## config.mk

```make
export PLATFORM = sky130hd
export DESIGN_NAME = seg_scan_formatter
export DESIGN_NICKNAME = d
export VERILOG_FILES = /design/src/rtl/seg_scan_pkg.sv /design/src/rtl/bin2bcd_seq.sv /design/src/rtl/seg_scan_formatter.sv
export SDC_FILE = /design/constraint.sdc
export NUM_CORES = 1
export LEC_CHECK = 0
export CAP_MARGIN = 20
export CORE_MARGIN = 5
export CORE_UTILIZATION = 60
export CTS_CLUSTER_SIZE = 30
export DETAILED_ROUTE_END_ITERATION = 6
export PLACE_DENSITY = 0.78
export SETUP_SLACK_MARGIN = 0.5
export SLEW_MARGIN = 5
export SYNTH_ARGS = -nofsm -noshare
export SYNTH_HDL_FRONTEND = slang
export SYNTH_SLANG_ARGS = --single-unit
```

## constraint.sdc

```tcl
create_clock -name use_clock -period 4.4 [get_ports use_clock]
set_input_delay 0.88 -clock use_clock [delete_from_list [all_inputs] [get_ports use_clock]]
set_output_delay 0.88 -clock use_clock [all_outputs]
set_load 0.03 [all_outputs]
```

## src/rtl/seg_scan_pkg.sv

```systemverilog
// Shared types and 7-segment glyph table for the display formatter/scan driver.
package seg_scan_pkg;

  typedef enum logic [1:0] {IDLE, CONV1, CONV2, COMMIT} state_t;

  localparam int unsigned NUM_DIGITS = 8;

  // Segment order {dp,g,f,e,d,c,b,a}, active-high.
  localparam logic [7:0] GLYPH_0     = 8'h3F;
  localparam logic [7:0] GLYPH_1     = 8'h06;
  localparam logic [7:0] GLYPH_2     = 8'h5B;
  localparam logic [7:0] GLYPH_3     = 8'h4F;
  localparam logic [7:0] GLYPH_4     = 8'h66;
  localparam logic [7:0] GLYPH_5     = 8'h6D;
  localparam logic [7:0] GLYPH_6     = 8'h7D;
  localparam logic [7:0] GLYPH_7     = 8'h07;
  localparam logic [7:0] GLYPH_8     = 8'h7F;
  localparam logic [7:0] GLYPH_9     = 8'h6F;
  localparam logic [7:0] GLYPH_A     = 8'h77;
  localparam logic [7:0] GLYPH_B     = 8'h7C;
  localparam logic [7:0] GLYPH_C     = 8'h39;
  localparam logic [7:0] GLYPH_D     = 8'h5E;
  localparam logic [7:0] GLYPH_E     = 8'h79;
  localparam logic [7:0] GLYPH_F     = 8'h71;
  localparam logic [7:0] GLYPH_DASH  = 8'h40;
  localparam logic [7:0] GLYPH_BLANK = 8'h00;

  function automatic logic [7:0] digit_glyph(input logic [3:0] d, input logic blank);
    logic [7:0] g;
    unique case (d)
      4'h0: g = GLYPH_0;
      4'h1: g = GLYPH_1;
      4'h2: g = GLYPH_2;
      4'h3: g = GLYPH_3;
      4'h4: g = GLYPH_4;
      4'h5: g = GLYPH_5;
      4'h6: g = GLYPH_6;
      4'h7: g = GLYPH_7;
      4'h8: g = GLYPH_8;
      4'h9: g = GLYPH_9;
      4'hA: g = GLYPH_A;
      4'hB: g = GLYPH_B;
      4'hC: g = GLYPH_C;
      4'hD: g = GLYPH_D;
      4'hE: g = GLYPH_E;
      4'hF: g = GLYPH_F;
    endcase
    return blank ? GLYPH_BLANK : g;
  endfunction

endpackage

```

## src/rtl/bin2bcd_seq.sv

```systemverilog
// 16-bit sequential double-dabble: one shift-and-add-3 step per cycle.
module bin2bcd_seq (
  input  logic        use_clock,
  input  logic        n_reset,
  input  logic        start,
  input  logic [15:0] bin,
  output logic        done,
  output logic [19:0] bcd
);

  logic [35:0] sr;
  logic [35:0] src;
  logic [35:0] nxt;
  logic [3:0]  cnt;
  logic [3:0]  cnt_eff;
  logic        run;
  logic        active;

  // The first step is taken in the start cycle and the last step's result is
  // presented combinationally, so done lands on the 16th cycle after start.
  always_comb begin
    active  = start || run;
    src     = run ? sr : {20'd0, bin};
    cnt_eff = run ? cnt : 4'd0;
    nxt     = src;
    for (int unsigned i = 0; i < 5; i++) begin
      if (nxt[16 + 4*i +: 4] >= 4'd5) nxt[16 + 4*i +: 4] = nxt[16 + 4*i +: 4] + 4'd3;
    end
    nxt  = nxt << 1;
    done = active && (cnt_eff == 4'd15);
    bcd  = nxt[35:16];
  end

  always_ff @(posedge use_clock) begin
    if (!n_reset) begin
      sr  <= '0;
      cnt <= '0;
      run <= 1'b0;
    end else if (active) begin
      sr <= nxt;
      if (done) begin
        run <= 1'b0;
        cnt <= '0;
      end else begin
        run <= 1'b1;
        cnt <= cnt_eff + 4'd1;
      end
    end
  end

endmodule

```

## src/rtl/seg_scan_formatter.sv

```systemverilog
// Captures two 16-bit results, formats them as hex/decimal digits into an
// 8-digit image and time-multiplexes that image onto the 7-segment bus.
module seg_scan_formatter
  import seg_scan_pkg::*;
#(
  parameter int unsigned SCAN_DIV       = 4096,
  parameter bit          SEG_ACTIVE_LOW = 1'b0
) (
  input  logic        use_clock,
  input  logic        n_reset,
  input  logic        outdisplay,
  input  logic [15:0] outval1,
  input  logic [15:0] outval2,
  input  logic [2:0]  outsel,
  output logic [7:0]  seg,
  output logic [7:0]  seg_sel,
  output logic        busy
);

  localparam int unsigned DIV_W   = (SCAN_DIV > 2) ? $clog2(SCAN_DIV) : 1;
  localparam logic [7:0]  SEG_POL = {8{SEG_ACTIVE_LOW}};

  state_t                      state;
  logic [15:0]                 val1, val2, pval1, pval2;
  logic [2:0]                  sel, psel;
  logic                        pend;
  logic [NUM_DIGITS*8-1:0]     img, disp;
  logic [DIV_W-1:0]            div;
  logic [2:0]                  idx;

  logic        eng_start, eng_done;
  logic [15:0] eng_bin;
  logic [19:0] eng_bcd;

  function automatic logic [31:0] format_half(input logic [15:0] d, input logic ov,
                                              input logic lz);
    logic [31:0] g;
    logic        blank;
    g     = '0;
    blank = lz && !ov;
    for (int unsigned k = 0; k < 4; k++) begin
      blank = blank && (d[(3-k)*4 +: 4] == 4'd0) && (k != 3);
      g[(3-k)*8 +: 8] = ov ? GLYPH_DASH : digit_glyph(d[(3-k)*4 +: 4], blank);
    end
    return g;
  endfunction

  always_comb begin
    eng_start = ((state == CONV1) && sel[0]) || ((state == CONV2) && sel[1]);
    eng_bin   = (state == CONV1) ? val1 : val2;
  end

  bin2bcd_seq u_bcd (
    .use_clock (use_clock),
    .n_reset   (n_reset),
    .start     (eng_start),
    .bin       (eng_bin),
    .done      (eng_done),
    .bcd       (eng_bcd)
  );

  always_ff @(posedge use_clock) begin
    if (!n_reset) begin
      state <= IDLE;
      busy  <= 1'b0;
      pend  <= 1'b0;
      val1  <= '0;
      val2  <= '0;
      sel   <= '0;
      pval1 <= '0;
      pval2 <= '0;
      psel  <= '0;
      img   <= {NUM_DIGITS{GLYPH_BLANK}};
      disp  <= {NUM_DIGITS{GLYPH_BLANK}};
    end else begin
      unique case (state)
        IDLE: begin
          if (outdisplay) begin
            {val1, val2, sel} <= {outval1, outval2, outsel};
            state <= CONV1;
            busy  <= 1'b1;
          end else if (pend) begin
            {val1, val2, sel} <= {pval1, pval2, psel};
            pend  <= 1'b0;
            state <= CONV1;
            busy  <= 1'b1;
          end
        end
        CONV1: begin
          if (!sel[0]) begin
            img[63:32] <= format_half(val1, 1'b0, sel[2]);
            state      <= CONV2;
          end else if (eng_done) begin
            img[63:32] <= format_half(eng_bcd[15:0], eng_bcd[19:16] != 4'd0, sel[2]);
            state      <= CONV2;
          end
        end
        CONV2: begin
          if (!sel[1]) begin
            img[31:0] <= format_half(val2, 1'b0, sel[2]);
            state     <= COMMIT;
          end else if (eng_done) begin
            img[31:0] <= format_half(eng_bcd[15:0], eng_bcd[19:16] != 4'd0, sel[2]);
            state     <= COMMIT;
          end
        end
        COMMIT: begin
          disp <= img;
          // A strobe here is newer than any buffered one, so it is taken directly.
          if (outdisplay) begin
            {val1, val2, sel} <= {outval1, outval2, outsel};
            pend  <= 1'b0;
            state <= CONV1;
          end else if (pend) begin
            {val1, val2, sel} <= {pval1, pval2, psel};
            pend  <= 1'b0;
            state <= CONV1;
          end else begin
            state <= IDLE;
            busy  <= 1'b0;
          end
        end
      endcase
      if (outdisplay && ((state == CONV1) || (state == CONV2))) begin
        {pval1, pval2, psel} <= {outval1, outval2, outsel};
        pend <= 1'b1;
      end
    end
  end

  always_ff @(posedge use_clock) begin
    if (!n_reset) begin
      div     <= '0;
      idx     <= '0;
      seg     <= GLYPH_BLANK ^ SEG_POL;
      seg_sel <= 8'h01;
    end else begin
      if (div == DIV_W'(SCAN_DIV - 1)) begin
        div <= '0;
        idx <= idx + 3'd1;
      end else begin
        div <= div + 1'b1;
      end
      seg     <= disp[{idx, 3'b000} +: 8] ^ SEG_POL;
      seg_sel <= 8'h01 << idx;
    end
  end

endmodule

```

; After elaboration in Yosys (flattened, before gate mapping)
; Memories as Yosys holds them, arrays and structs flattened. A register that Yosys moved wholly into a read port is not among the register bits.
; Index checks and enable logic that the tools add are counted.
[totals]
regBits = 273
rom_bits = 1792
input_bits = 38
out_inout_bits = 17
wordCells = 177
n_memories = 16
[op_classes]
add_sub_neg = 8
order_cmp = 5
n_eq_ne = 13
shifts = 2
n_mux = 73
bitwise = 1
reduce_logical = 40
[memory_table]
columns = memory, words, width, rd, rd_clocked_by_memory_dff, wr, line_no
row1 = (no name shown), 16, 7, 1, 1, 0, seg_scan_pkg.sv:30  ; unique case (d)
row2 = (no name shown), 16, 7, 1, 1, 0, seg_scan_pkg.sv:30
row3 = (no name shown), 16, 7, 1, 1, 0, seg_scan_pkg.sv:30
row4 = (no name shown), 16, 7, 1, 1, 0, seg_scan_pkg.sv:30
row5 = (no name shown), 16, 7, 1, 0, 0, seg_scan_pkg.sv:30
row6 = (no name shown), 16, 7, 1, 0, 0, seg_scan_pkg.sv:30
row7 = 10 more memories, -, -, -, -, -, -
[ops]
columns = operator, n
row1 = $mux W8, 20
row2 = $mux W32, 4
row3 = $mux W4, 22
row4 = $mux W16, 5
row5 = $shiftx A64 B7 Y8, 1
row6 = $logic_not A4 Y1, 9
row7 = $mux W36, 1
row8 = $ge A4 B3 Y1 const B, 5
row9 = $add A4 B2 Y4 const B, 4
row10 = $logic_and A1 B1 Y1, 14
row11 = $add A12 B1 Y12 const B, 1
row12 = $eq A12 B12 Y1 const B, 1
row13 = $mux W2, 6
row14 = $ne A3 B3 Y1 const B, 4
row15 = $mux W1, 9
row16 = $mux W3, 3
row17 = $pmux W2 S4, 1
row18 = $reduce_and A2 Y1, 4
row19 = $shl A1 B3 Y8 const A, 1
row20 = $add A4 B1 Y4 const B, 1
row21 = $eq A2 B2 Y1 const B, 2
row22 = $eq A4 B4 Y1 const B, 1
row23 = $ne A2 B1 Y1 const B, 2
row24 = $ne A2 B2 Y1 const B, 2
row25 = other kinds (14), 19

; Longest topological paths before layout
[depth]
depth_word = 15
depth_mapped = 20
mapped_depth_nobuf = 15

; Hierarchy
; Synthesis repeated with hierarchy kept, for this count alone.
[unflattened]
cells_unflattened = 1740
hier_area_um2 = 15992.8
[modules_own_cells]
columns = module, instances, cells_per_inst, area_each_um2, seq_area_each_um2
row1 = seg_scan_formatter, 1, 1445, 13618.1, 5445.2
row2 = bin2bcd_seq, 1, 295, 2374.8, 800.8

; Worst setup path before layout
; OpenSTA, ideal clock, no wires.
[synth_path]
path_type = flip-flop to flip-flop
startpoint = register u_bcd.run
endpoint = register img[52]
setup_ns = 0.133
t_arrival_ns = 3.607
t_required_ns = 4.267
path_slack_ns = 0.660
path_stages_with_launch = 17
n_path_buf = 5
synth_period_minus_slack_ns = 3.740
path_cell_list = dfxtp_1 -> buf_2 -> buf_2 -> clkbuf_1 -> buf_2 -> clkbuf_1 -> nand2_1 -> ha_1 -> o21a_1 -> o311ai_0 -> inv_1 -> ha_1 -> o311a_1 -> a311oi_1 -> o21ai_0 -> a32oi_1 -> a21oi_1
[synth_via]
elab_cells_between_ends = 31
classes_between = 4 x add/sub / 4 x order compare / 2 x eq/ne / 10 x mux / 10 x reduce/logical / 1 x memory
[synth_lines]
columns = item, line_no
row1 = start: declaration, bin2bcd_seq.sv:16  ; logic run;
row2 = start signal: assignment, bin2bcd_seq.sv:38  ; run <= 1'b0;
row3 = start signal: assignment, bin2bcd_seq.sv:42  ; run <= 1'b0;
row4 = start signal: assignment, bin2bcd_seq.sv:45  ; run <= 1'b1;
row5 = $mux W36 (*), bin2bcd_seq.sv:23  ; src = run ? sr : {20'd0, bin};
row6 = $add A4 B2 Y4 or $ge A4 B3 Y1 (tied branches), bin2bcd_seq.sv:27  ; if (nxt[16 + 4*i +: 4] >= 4'd5) nxt[16 + 4*i +: 4] = nxt[16 + 4*i +: 4] + 4'd3;
row7 = $mux W4 (*), bin2bcd_seq.sv:27
row8 = named net eng_bcd[9], seg_scan_formatter.sv:33  ; logic [19:0] eng_bcd;
row9 = "parallel branches: the longest is 2 deep, another holds $mem_v2 Z16 W7", -
row10 = $mux W8 (*), seg_scan_pkg.sv:48  ; return blank ? GLYPH_BLANK : g;
row11 = $mux W8 (*), seg_scan_formatter.sv:43  ; g[(3-k)*8 +: 8] = ov ? GLYPH_DASH : digit_glyph(d[(3-k)*4 +: 4], blank);
row12 = $mux W32 (*), seg_scan_formatter.sv:93  ; end else if (eng_done) begin
row13 = $mux W32 (*), seg_scan_formatter.sv:90  ; if (!sel[0]) begin
row14 = end signal: assignment, seg_scan_formatter.sv:73  ; img <= {NUM_DIGITS{GLYPH_BLANK}};
row15 = end signal: assignment, seg_scan_formatter.sv:91  ; img[63:32] <= format_half(val1, 1'b0, sel[2]);
row16 = end signal: assignment, seg_scan_formatter.sv:94  ; img[63:32] <= format_half(eng_bcd[15:0], eng_bcd[19:16] != 4'd0, sel[2]);
row17 = end: declaration, seg_scan_formatter.sv:27  ; logic [NUM_DIGITS*8-1:0] img, disp;
; Mark *: on every way through the listed nets, which the timed path passes. The select of a mux whose other input is x is not followed.
; A chain may end at the register's enable or synchronous reset.

; Worst setup path in the final report
[layout_path]
startpoint = register u_bcd.run
endpoint = register img[56]
; The elaborated chain is that of the path after synthesis.

==> results.toml <==
[power_and_ir_drop]
pwr-share-comb = 0.368
internal-power_w = 0.00675
p_leak_nw = 6.83
p_per_area_nw_per_um2 = 603
seq_power_share = 0.367
clockPowerShare = 0.265
switching_power_w = 0.00408
ir_drop_mv = 0.533
swShare = 0.376

[timing]
timing.setup.tns_ps = 0
setup_ws_ps = 717
fin_crit_ps = 3680
relSlewSlack = 0.200
fin_crit_sh = 0.837
rsz0062_at_grt = "false"
drv_slew = 0
clock-skew-final_ps = 12.5
finalSetupViolCount = 0
tightest_slew_ps = 1190
hold_viol = 0
fmax_mhz = 271

[clock_network]
cts_hold_buf = 0
cts_buffers = 34
cts-htree-levels = 2
clk_path_buf_depth = 3
cts-root-buf = "clkbuf_16"
cts.sinks = 312
post_cts_buffers = 0
tritoncts = "yes"
clock_latency_ps = 510
ctsResizeCount = 0
clk_pin_slew_ps = 60

[synthesis]
synth_seq_cells = 312
syn_area_um2 = 16100
synth_cell_types = 88
synth_edf_count = 0
synth-main-ff-cell = "dfxtp_1"
synth_area_per_cell_um2 = 9.06
synthCells = 1775
seq_area_frac_synth = 0.388
yosysWarnings = 0
synth_fp_nets = 1911
async_reset_ff_frac = 0

[routing]
firstDrtPassIters = 7
ant_nets = 0
routed_wl_um = 42300
drtIter0Drc = 1364
wl_per_cell_um = 19.7
vias = 13514
drc_errors = 1
via_per_inst = 6.31

[placement]
dp_hpwl_um = 30400
placedInstanceArea_um2 = 16800
place_inst = 2080
place_congestion = 1.03
dp_slack_ps = 733
io_buffers = 53

[final_layout]
mostFrequentLayoutCell = "dfxtp_1"
diodes = 0
post-route-cell-area_um2 = 17900
final_cell_mix = "311 x dfxtp_1, 189 x nand2_1, 153 x nor2_1"
final_nets = 1911
post-route-util = 0.673
layout-drive-gt1-share = 0.0912
areaGrowthSynthToFinish_pct = 11.6
fin_cells = 2140

[global_route]
grtUsageTotal = 0.269
busiest_layer = "met2"
use_met3 = 0.0460
grt-ovfl-total = 0
grt_pass1_wl_um = 67200
met2_usage = 0.430
grt_antenna_before_repair = 0
use_met1 = 0.360
grt_max_degree = 94
grt_pass1_vias = 12582

[die]
core_um2 = 26700
die_area_um2 = 30200
start_util = 0.604
dieHeight_um = 174
die_x_um = 174
io_pins = 55
std_cell_rows = 60

[status]
violations = "DRC"
status = "finished, violations left"

[critical_path]
critPathSlowestCell = "dfxtp_2"
cp_max_fo = 27
arrival_ps = 4080
worstPathRequired_ps = 4800
cp_cell_sequence = "nand2_1 > ha_1 > nor2b_2 > o31ai_1 > nand2b_1 > inv_1 > ha_1 > a311oi_1 > nor4_1 > o22ai_1 > and2_1"
endpoint_kind = "flip-flop"
path_class = "flip-flop to flip-flop"
worst_path_most_repeated_cell = "ha_1"
slowest_delay_ps = 730
startpoint_type = "flip-flop"

[run]
drv_cap = 0

[worst_hold_path]
hp-class = "flip-flop to flip-flop"
[kinds of logic (layout without fill, tap and decap cells)]
kind of cell / count (synthesis) / count (layout) / synth area share
AOI/OAI and AO/OA: 448 / 448 / 0.193
xor gates and xnor gates: 23 / 23 / 0.0125
adders and majority gates: 98 / 98 / 0.0762
buffers and inverters: 192 / 216 / 0.0484
DFF: 312 / 312 / 0.388
muxes: 179 / 179 / 0.130
other: 1 / 1 / 0.000233
and+or+nand+nor: 522 / 522 / 0.152
[power by group through the flow]
stage	Sequential, W	Combinational [W]	Clock [W]
floorplan	0.00379	0.00292	0
global placement	0.00400	0.00373	0
detailed placement	0.00401	0.00386	0
CTS	0.00395	0.00391	0.00291
global route	0.00403	0.00434	0.00305
finish	0.00398	0.00398	0.00287
[per-layer routing]
metal,up-vias,part of all wire
li1,6427,-
met1,6303,0.42
met2,651,0.45
met3,133,0.083
met4,0,0.047
met5,-,0
[cell type report]
cell class	count	area, µm²
Clock buffer	52	1070
Clock inverter	8	73.8
Fill cell	2065	8710
Inverter	76	290
Multi-Input combinational cell	1271	9080
Sequential cell	312	6250
Tap cell	341	427
Timing Repair Buffer	80	756
[worst max-delay path: cells and delay by family (launching register included)]
family | cells | cell delay, ps
adders and majority gates | 2 | 590
and+or+nand+nor | 5 | 1640
DFF | 1 | 730
AOI/OAI and AO/OA | 3 | 440
buffers and inverters | 1 | 150
[through the flow]
step / total power [W] / hold slack (ps)
after floorplan: 0.00671 / 430
after global placement: 0.00773 / 441
after detailed placement: 0.00787 / 446
after CTS: 0.0108 / 454
after global routing: 0.0114 / 464
final: 0.0108 / 453
[synthesized netlist by cell type, drive strengths merged (38+ instances only)]
library cell,count,area (µm²)
a21oi,136,684
clkbuf,68,255
a211oi,49,373
inv,74,278
nor2,156,603
mux2i,144,1440
dfxtp,312,6250
nand2,189,709
buf,48,238
ha,98,1230
o21ai,57,285
o211ai,38,378
[worst paths after layout]
check / slack [ps] / to / cells past startpoint / from
setup reg to reg: 720 / img[56] / 11 / u_bcd.run
setup / recovery: 720 / img[56] / 11 / u_bcd.run
hold reg to reg: 450 / pval2[5] / 2 / pval2[5]
hold / removal: 450 / pval2[5] / 2 / pval2[5]
Note: power is estimated with default switching activity, not from simulation.
